File: config.mk
export PLATFORM = sky130hd
export DESIGN_NAME = com_uart_frame_rx
export DESIGN_NICKNAME = d
export VERILOG_FILES = /design/src/rtl/com_uart_frame_rx.sv
export SDC_FILE = /design/constraint.sdc
export NUM_CORES = 1
export LEC_CHECK = 0
export BUFFER_PORTS_ARGS = -buffer_cell sky130_fd_sc_hd__buf_2
export CORE_ASPECT_RATIO = 0.8
export CORE_MARGIN = 4
export CORE_UTILIZATION = 66
export DETAILED_ROUTE_END_ITERATION = 6
export PLACE_DENSITY = 0.94
export SYNTH_ARGS = -nofsm -noshare
export SYNTH_HDL_FRONTEND = slang
export SYNTH_SLANG_ARGS = --single-unit
File: constraint.sdc
create_clock -name clk -period 7.2 [get_ports clk]
set_input_delay 1.08 -clock clk [delete_from_list [all_inputs] [get_ports clk]]
set_output_delay 1.08 -clock clk [all_outputs]
set_load 0.005 [all_outputs]
File: src/rtl/com_uart_frame_rx.sv
// Frame parser downstream of the UART receiver: SYNC, ADDR, LEN, payload, XOR checksum.
// One validated payload is held in a buffer and read out show-ahead via rd_en/rd_data.
module com_uart_frame_rx #(
  parameter int unsigned               DATA_WIDTH     = 8,
  parameter logic [DATA_WIDTH-1:0]     SYNC_BYTE      = 8'hC0,
  parameter int unsigned               MAX_PAYLOAD    = 32,
  parameter int unsigned               TIMEOUT_CYCLES = 20000
) (
  input  logic                  clk,
  input  logic                  rst,
  input  logic                  rx_valid,
  input  logic [DATA_WIDTH-1:0] rx_data,
  input  logic                  rx_parity_ok,
  output logic                  frame_ready,
  output logic [DATA_WIDTH-1:0] frame_addr,
  output logic [DATA_WIDTH-1:0] frame_len,
  input  logic                  rd_en,
  output logic [DATA_WIDTH-1:0] rd_data,
  output logic                  err_chk,
  output logic                  err_len,
  output logic                  err_parity,
  output logic                  err_timeout,
  output logic                  overrun
);

  localparam int unsigned PTR_W = (MAX_PAYLOAD > 1) ? $clog2(MAX_PAYLOAD) : 1;
  localparam int unsigned LEN_W = $clog2(MAX_PAYLOAD + 1);
  localparam int unsigned TMO_W = (TIMEOUT_CYCLES > 1) ? $clog2(TIMEOUT_CYCLES) : 1;
  localparam logic [DATA_WIDTH:0] LEN_MAX  = (DATA_WIDTH + 1)'(MAX_PAYLOAD);
  localparam logic [TMO_W-1:0]    TMO_LAST = TMO_W'(TIMEOUT_CYCLES - 1);

  typedef enum logic [2:0] {
    S_HUNT,
    S_ADDR,
    S_LEN,
    S_PAYLOAD,
    S_CHK,
    S_HOLD
  } state_t;

  state_t                r_state;
  state_t                w_state;
  logic [TMO_W-1:0]      r_tmo;
  logic [DATA_WIDTH-1:0] r_chk;
  logic [DATA_WIDTH-1:0] r_addr;
  logic [LEN_W-1:0]      r_len;
  logic [PTR_W-1:0]      r_wr_ptr;
  logic [PTR_W-1:0]      r_rd_ptr;
  logic [DATA_WIDTH-1:0] r_buf [MAX_PAYLOAD];

  logic w_in_frame;
  logic w_tmo_hit;
  logic w_len_bad;
  logic w_wr_last;
  logic w_rd_last;
  logic w_err_chk;
  logic w_err_len;
  logic w_err_par;
  logic w_err_tmo;
  logic w_ovr;
  logic w_addr_we;
  logic w_len_we;
  logic w_buf_we;
  logic w_rd_adv;

  assign w_in_frame = (r_state == S_ADDR) || (r_state == S_LEN) ||
                      (r_state == S_PAYLOAD) || (r_state == S_CHK);
  // A byte arriving on the expiry cycle takes precedence over the timeout.
  assign w_tmo_hit  = w_in_frame && !rx_valid && (r_tmo == TMO_LAST);
  assign w_len_bad  = (rx_data == '0) || ({1'b0, rx_data} > LEN_MAX);
  assign w_wr_last  = (LEN_W'(r_wr_ptr) == (r_len - LEN_W'(1)));
  assign w_rd_last  = (LEN_W'(r_rd_ptr) == (r_len - LEN_W'(1)));
  assign rd_data    = r_buf[r_rd_ptr];

  always_comb begin
    w_state   = r_state;
    w_err_chk = 1'b0;
    w_err_len = 1'b0;
    w_err_par = 1'b0;
    w_err_tmo = 1'b0;
    w_ovr     = 1'b0;
    w_addr_we = 1'b0;
    w_len_we  = 1'b0;
    w_buf_we  = 1'b0;
    w_rd_adv  = 1'b0;
    case (r_state)
      S_HUNT: begin
        if (rx_valid && rx_parity_ok && (rx_data == SYNC_BYTE)) w_state = S_ADDR;
      end
      S_ADDR, S_LEN, S_PAYLOAD, S_CHK: begin
        if (rx_valid) begin
          if (!rx_parity_ok) begin
            w_err_par = 1'b1;
            w_state   = S_HUNT;
          end else begin
            case (r_state)
              S_ADDR: begin
                w_addr_we = 1'b1;
                w_state   = S_LEN;
              end
              S_LEN: begin
                if (w_len_bad) begin
                  w_err_len = 1'b1;
                  w_state   = S_HUNT;
                end else begin
                  w_len_we = 1'b1;
                  w_state  = S_PAYLOAD;
                end
              end
              S_PAYLOAD: begin
                w_buf_we = 1'b1;
                if (w_wr_last) w_state = S_CHK;
              end
              default: begin
                if (rx_data == r_chk) begin
                  w_state = S_HOLD;
                end else begin
                  w_err_chk = 1'b1;
                  w_state   = S_HUNT;
                end
              end
            endcase
          end
        end else if (w_tmo_hit) begin
          w_err_tmo = 1'b1;
          w_state   = S_HUNT;
        end
      end
      S_HOLD: begin
        w_ovr = rx_valid;
        if (rd_en) begin
          w_rd_adv = 1'b1;
          if (w_rd_last) w_state = S_HUNT;
        end
      end
      default: w_state = S_HUNT;
    endcase
  end

  always_ff @(posedge clk) begin
    if (rst) begin
      r_state     <= S_HUNT;
      r_tmo       <= '0;
      r_chk       <= '0;
      r_addr      <= '0;
      r_len       <= '0;
      r_wr_ptr    <= '0;
      r_rd_ptr    <= '0;
      frame_ready <= 1'b0;
      frame_addr  <= '0;
      frame_len   <= '0;
      err_chk     <= 1'b0;
      err_len     <= 1'b0;
      err_parity  <= 1'b0;
      err_timeout <= 1'b0;
      overrun     <= 1'b0;
    end else begin
      r_state     <= w_state;
      frame_ready <= (w_state == S_HOLD);
      err_chk     <= w_err_chk;
      err_len     <= w_err_len;
      err_parity  <= w_err_par;
      err_timeout <= w_err_tmo;
      overrun     <= w_ovr;

      if (!w_in_frame || rx_valid || w_tmo_hit) r_tmo <= '0;
      else                                       r_tmo <= r_tmo + 1'b1;

      if (w_addr_we) begin
        r_addr <= rx_data;
        r_chk  <= rx_data;
      end
      if (w_len_we) begin
        r_len    <= rx_data[LEN_W-1:0];
        r_chk    <= r_chk ^ rx_data;
        r_wr_ptr <= '0;
      end
      if (w_buf_we) begin
        r_chk    <= r_chk ^ rx_data;
        r_wr_ptr <= r_wr_ptr + 1'b1;
      end

      // Header outputs are published only when a frame validates, so a new
      // frame being parsed never disturbs what the reader last saw.
      if ((w_state == S_HOLD) && (r_state != S_HOLD)) begin
        frame_addr <= r_addr;
        frame_len  <= DATA_WIDTH'(r_len);
        r_rd_ptr   <= '0;
      end else if (w_rd_adv) begin
        r_rd_ptr <= r_rd_ptr + 1'b1;
      end
    end
  end

  always_ff @(posedge clk) begin
    if (w_buf_we) r_buf[r_wr_ptr] <= rx_data;
  end

endmodule
==> flow_summary.json <==
{
  "cts_resized": 0,
  "fin_crit_ns": 4.73,
  "ys_top_cells_by_area": "edfxtp_1, mux4_2, dfxtp_1",
  "worstPathArrival_ns": 3.65,
  "grt_pass1_vias": 7835,
  "clk_pin_slew_worst_paths_ns": 0.07,
  "tightest_slew_ns": 1.28,
  "seqCellArea_um2": 9190,
  "rsz0062_at_grt": "false",
  "dieHeight_um": 136,
  "via_count": 8114,
  "synth_top_area_share_pct": 57.2,
  "use_met1_pct": 41.1,
  "p_leak_nw": 4.61,
  "grt_util_met2_pct": 48.4,
  "wirelength_um": 34100,
  "clk_latency_ns": 0.56,
  "drv_slew": 0,
  "fillers": 1047,
  "fp.dieArea_um2": 22700,
  "syn_area_per_cell_um2": 16.7,
  "finalSetupViolCount": 0,
  "crit_fanout": 34,
  "powerDensity_nw_per_um2": 251,
  "synth-edff-count": 256,
  "num_rows": 46,
  "syn-cell-area_um2": 13400,
  "met3_usage_pct": 6.80,
  "layout_common_cells": "edfxtp_1, mux4_2, nor2_1, dfxtp_1, nand2_1",
  "hold_violations": 0,
  "finalCritPeriodShare_pct": 65.7,
  "yosys_warnings": 0,
  "critPathKind": "flip-flop to output pin",
  "fin_ws_ns": 2.47,
  "wl_per_cell_um": 30.3,
  "violations": "DRC",
  "route.detailed.drc": 1,
  "syn_inst": 803,
  "drive_gt1_share_pct": 24.3,
  "htree_levels": 1,
  "vias_per_cell": 7.20,
  "ys_async_sr_fraction_pct": 0,
  "antenna_found_initial": 0,
  "relSlewSlack_pct": 14.4,
  "numCtsBuffers": 30,
  "ios": 43,
  "ctsLongestPathBuffers": 3,
  "multi_input_area_um2": 4040,
  "fin_skew_ns": 0.0178,
  "die_x_um": 168,
  "ys_ff_latch": 331,
  "grt.busiest_layer": "met2",
  "postCtsSetupRepairBufs": 0,
  "drt_iter0_markers": 1680,
  "synth_top_area_cell": "edfxtp_1",
  "start_kind": "flip-flop",
  "root_buffer": "clkbuf_16",
  "grt_max_degree": 69,
  "post-place-ws_ns": 3.01,
  "place.gp.congestion": 0.814,
  "cts_hold_buffers": 0,
  "synth_cell_types": 54,
  "holdWs_ns": 0.468,
  "n_antenna_cell": 0,
  "initial_core_util_pct": 67.5,
  "endpoint_kind": "output pin",
  "dp.final_hpwl_um": 19400,
  "nNetsFinal": 859,
  "syn_to_final_growth_pct": 10.4,
  "grt.overflow.total": 0,
  "tns_ns": 0,
  "track_usage_pct": 30.1,
  "core_um2": 19900,
  "fmax_ghz": 0.211,
  "clock_sinks": 331,
  "cts_tree": "yes",
  "fin_util_pct": 74.5,
  "grt_pass1_wl_um": 50800,
  "ir_worst_vdd_uv": 189,
  "hp-class": "flip-flop to flip-flop",
  "final_common_cell": "edfxtp_1",
  "io_buffers": 40,
  "ant_nets": 0,
  "status": "finished with violations",
  "drtPass1Iterations": 7,
  "yosysSeqAreaShare_pct": 68.4,
  "synth_flop_cell": "edfxtp_1",
  "required_ns": 6.12,
  "maxCapViolCount": 0
}
[power by group]
group / switching [mW] / internal (mW)
Combinational: 0.0425 / 0.0105
Sequential: 0.0000288 / 2.05
Clock: 0.677 / 0.937
[layout make-up]
class                      count  share of cell area, %
timing repair buffer          47                   1.70
clock buffer                  48                   6.16
sequential                   331                   62.0
clock inverter                 8                  0.599
multi-input combinational    424                   27.2
tap                          264                   2.23
inverter                       5                  0.127
[registers in the layout (all words and copies together), names as in the netlist, 3 cells and up, named ones only]
name	flops
frame_addr	8
r_state	3
r_wr_ptr	5
r_tmo	15
r_len	6
r_addr	8
r_chk	8
r_rd_ptr	5
frame_len	6
r_buf	256
[critical path, stage by stage, from the launching register on]
cell and delay, ns:
dfxtp_4 0.79, buf_4 0.64, mux4_2 0.63, mux4_2 0.56, mux2_2 0.31, buf_2 0.13
[per-layer routing]
metal  vias up  part of all wire (%)
met3       168                    12
met1      4027                    35
met5         -                     0
li1       3170                     -
met4         0                   5.7
met2       749                    47
[final timing paths]
path | startpoint | end | slack, ns | cells after the start
worst min register to register | r_tmo[0] | r_tmo[0] | 0.47 | 1
worst min-delay path | r_tmo[0] | r_tmo[0] | 0.47 | 1
worst max register to register | r_state[0] | r_buf[22][6] | 3.35 | 4
worst max-delay path | flip-flop | rd_data[6] | 2.47 | 5
[Yosys cell counts (6+ instances only)]
cell type and count:
nand2b_1 30, a21oi_1 22, nand3_1 8, o221a_2 6, mux2_2 8, nand4_1 8, clkbuf_1 29, xnor2_1 24
xor2_1 16, mux2i_1 21, nor3_1 8, nor2_1 74, buf_2 7, mux4_2 80, edfxtp_1 256, dfxtp_1 75
nand2_1 41, ha_1 7
[kinds of logic after synthesis]
group | after synthesis | synth area share (%)
xor+xnor | 40 | 2.61
fa+ha+maj | 7 | 0.652
other cells | 1 | 0.0279
buf+inv | 49 | 1.63
simple gates | 215 | 8.37
flops | 331 | 68.4
mux | 109 | 15.6
compound gates | 51 | 2.71
[through the flow]
| step | power (mW) | std cells | instance area, um^2 |
|---|---|---|---|
| floorplan | 2.11 | 804 | 13400 |
| global placement | 2.14 | 1071 | 13800 |
| CTS | 3.71 | 1127 | 14800 |
| detailed placement | 2.14 | 1071 | 13800 |
| finish | 3.72 | 1127 | 14800 |
| global route | 3.81 | 1127 | 14800 |
Note: power is estimated with default switching activity, not from simulation.
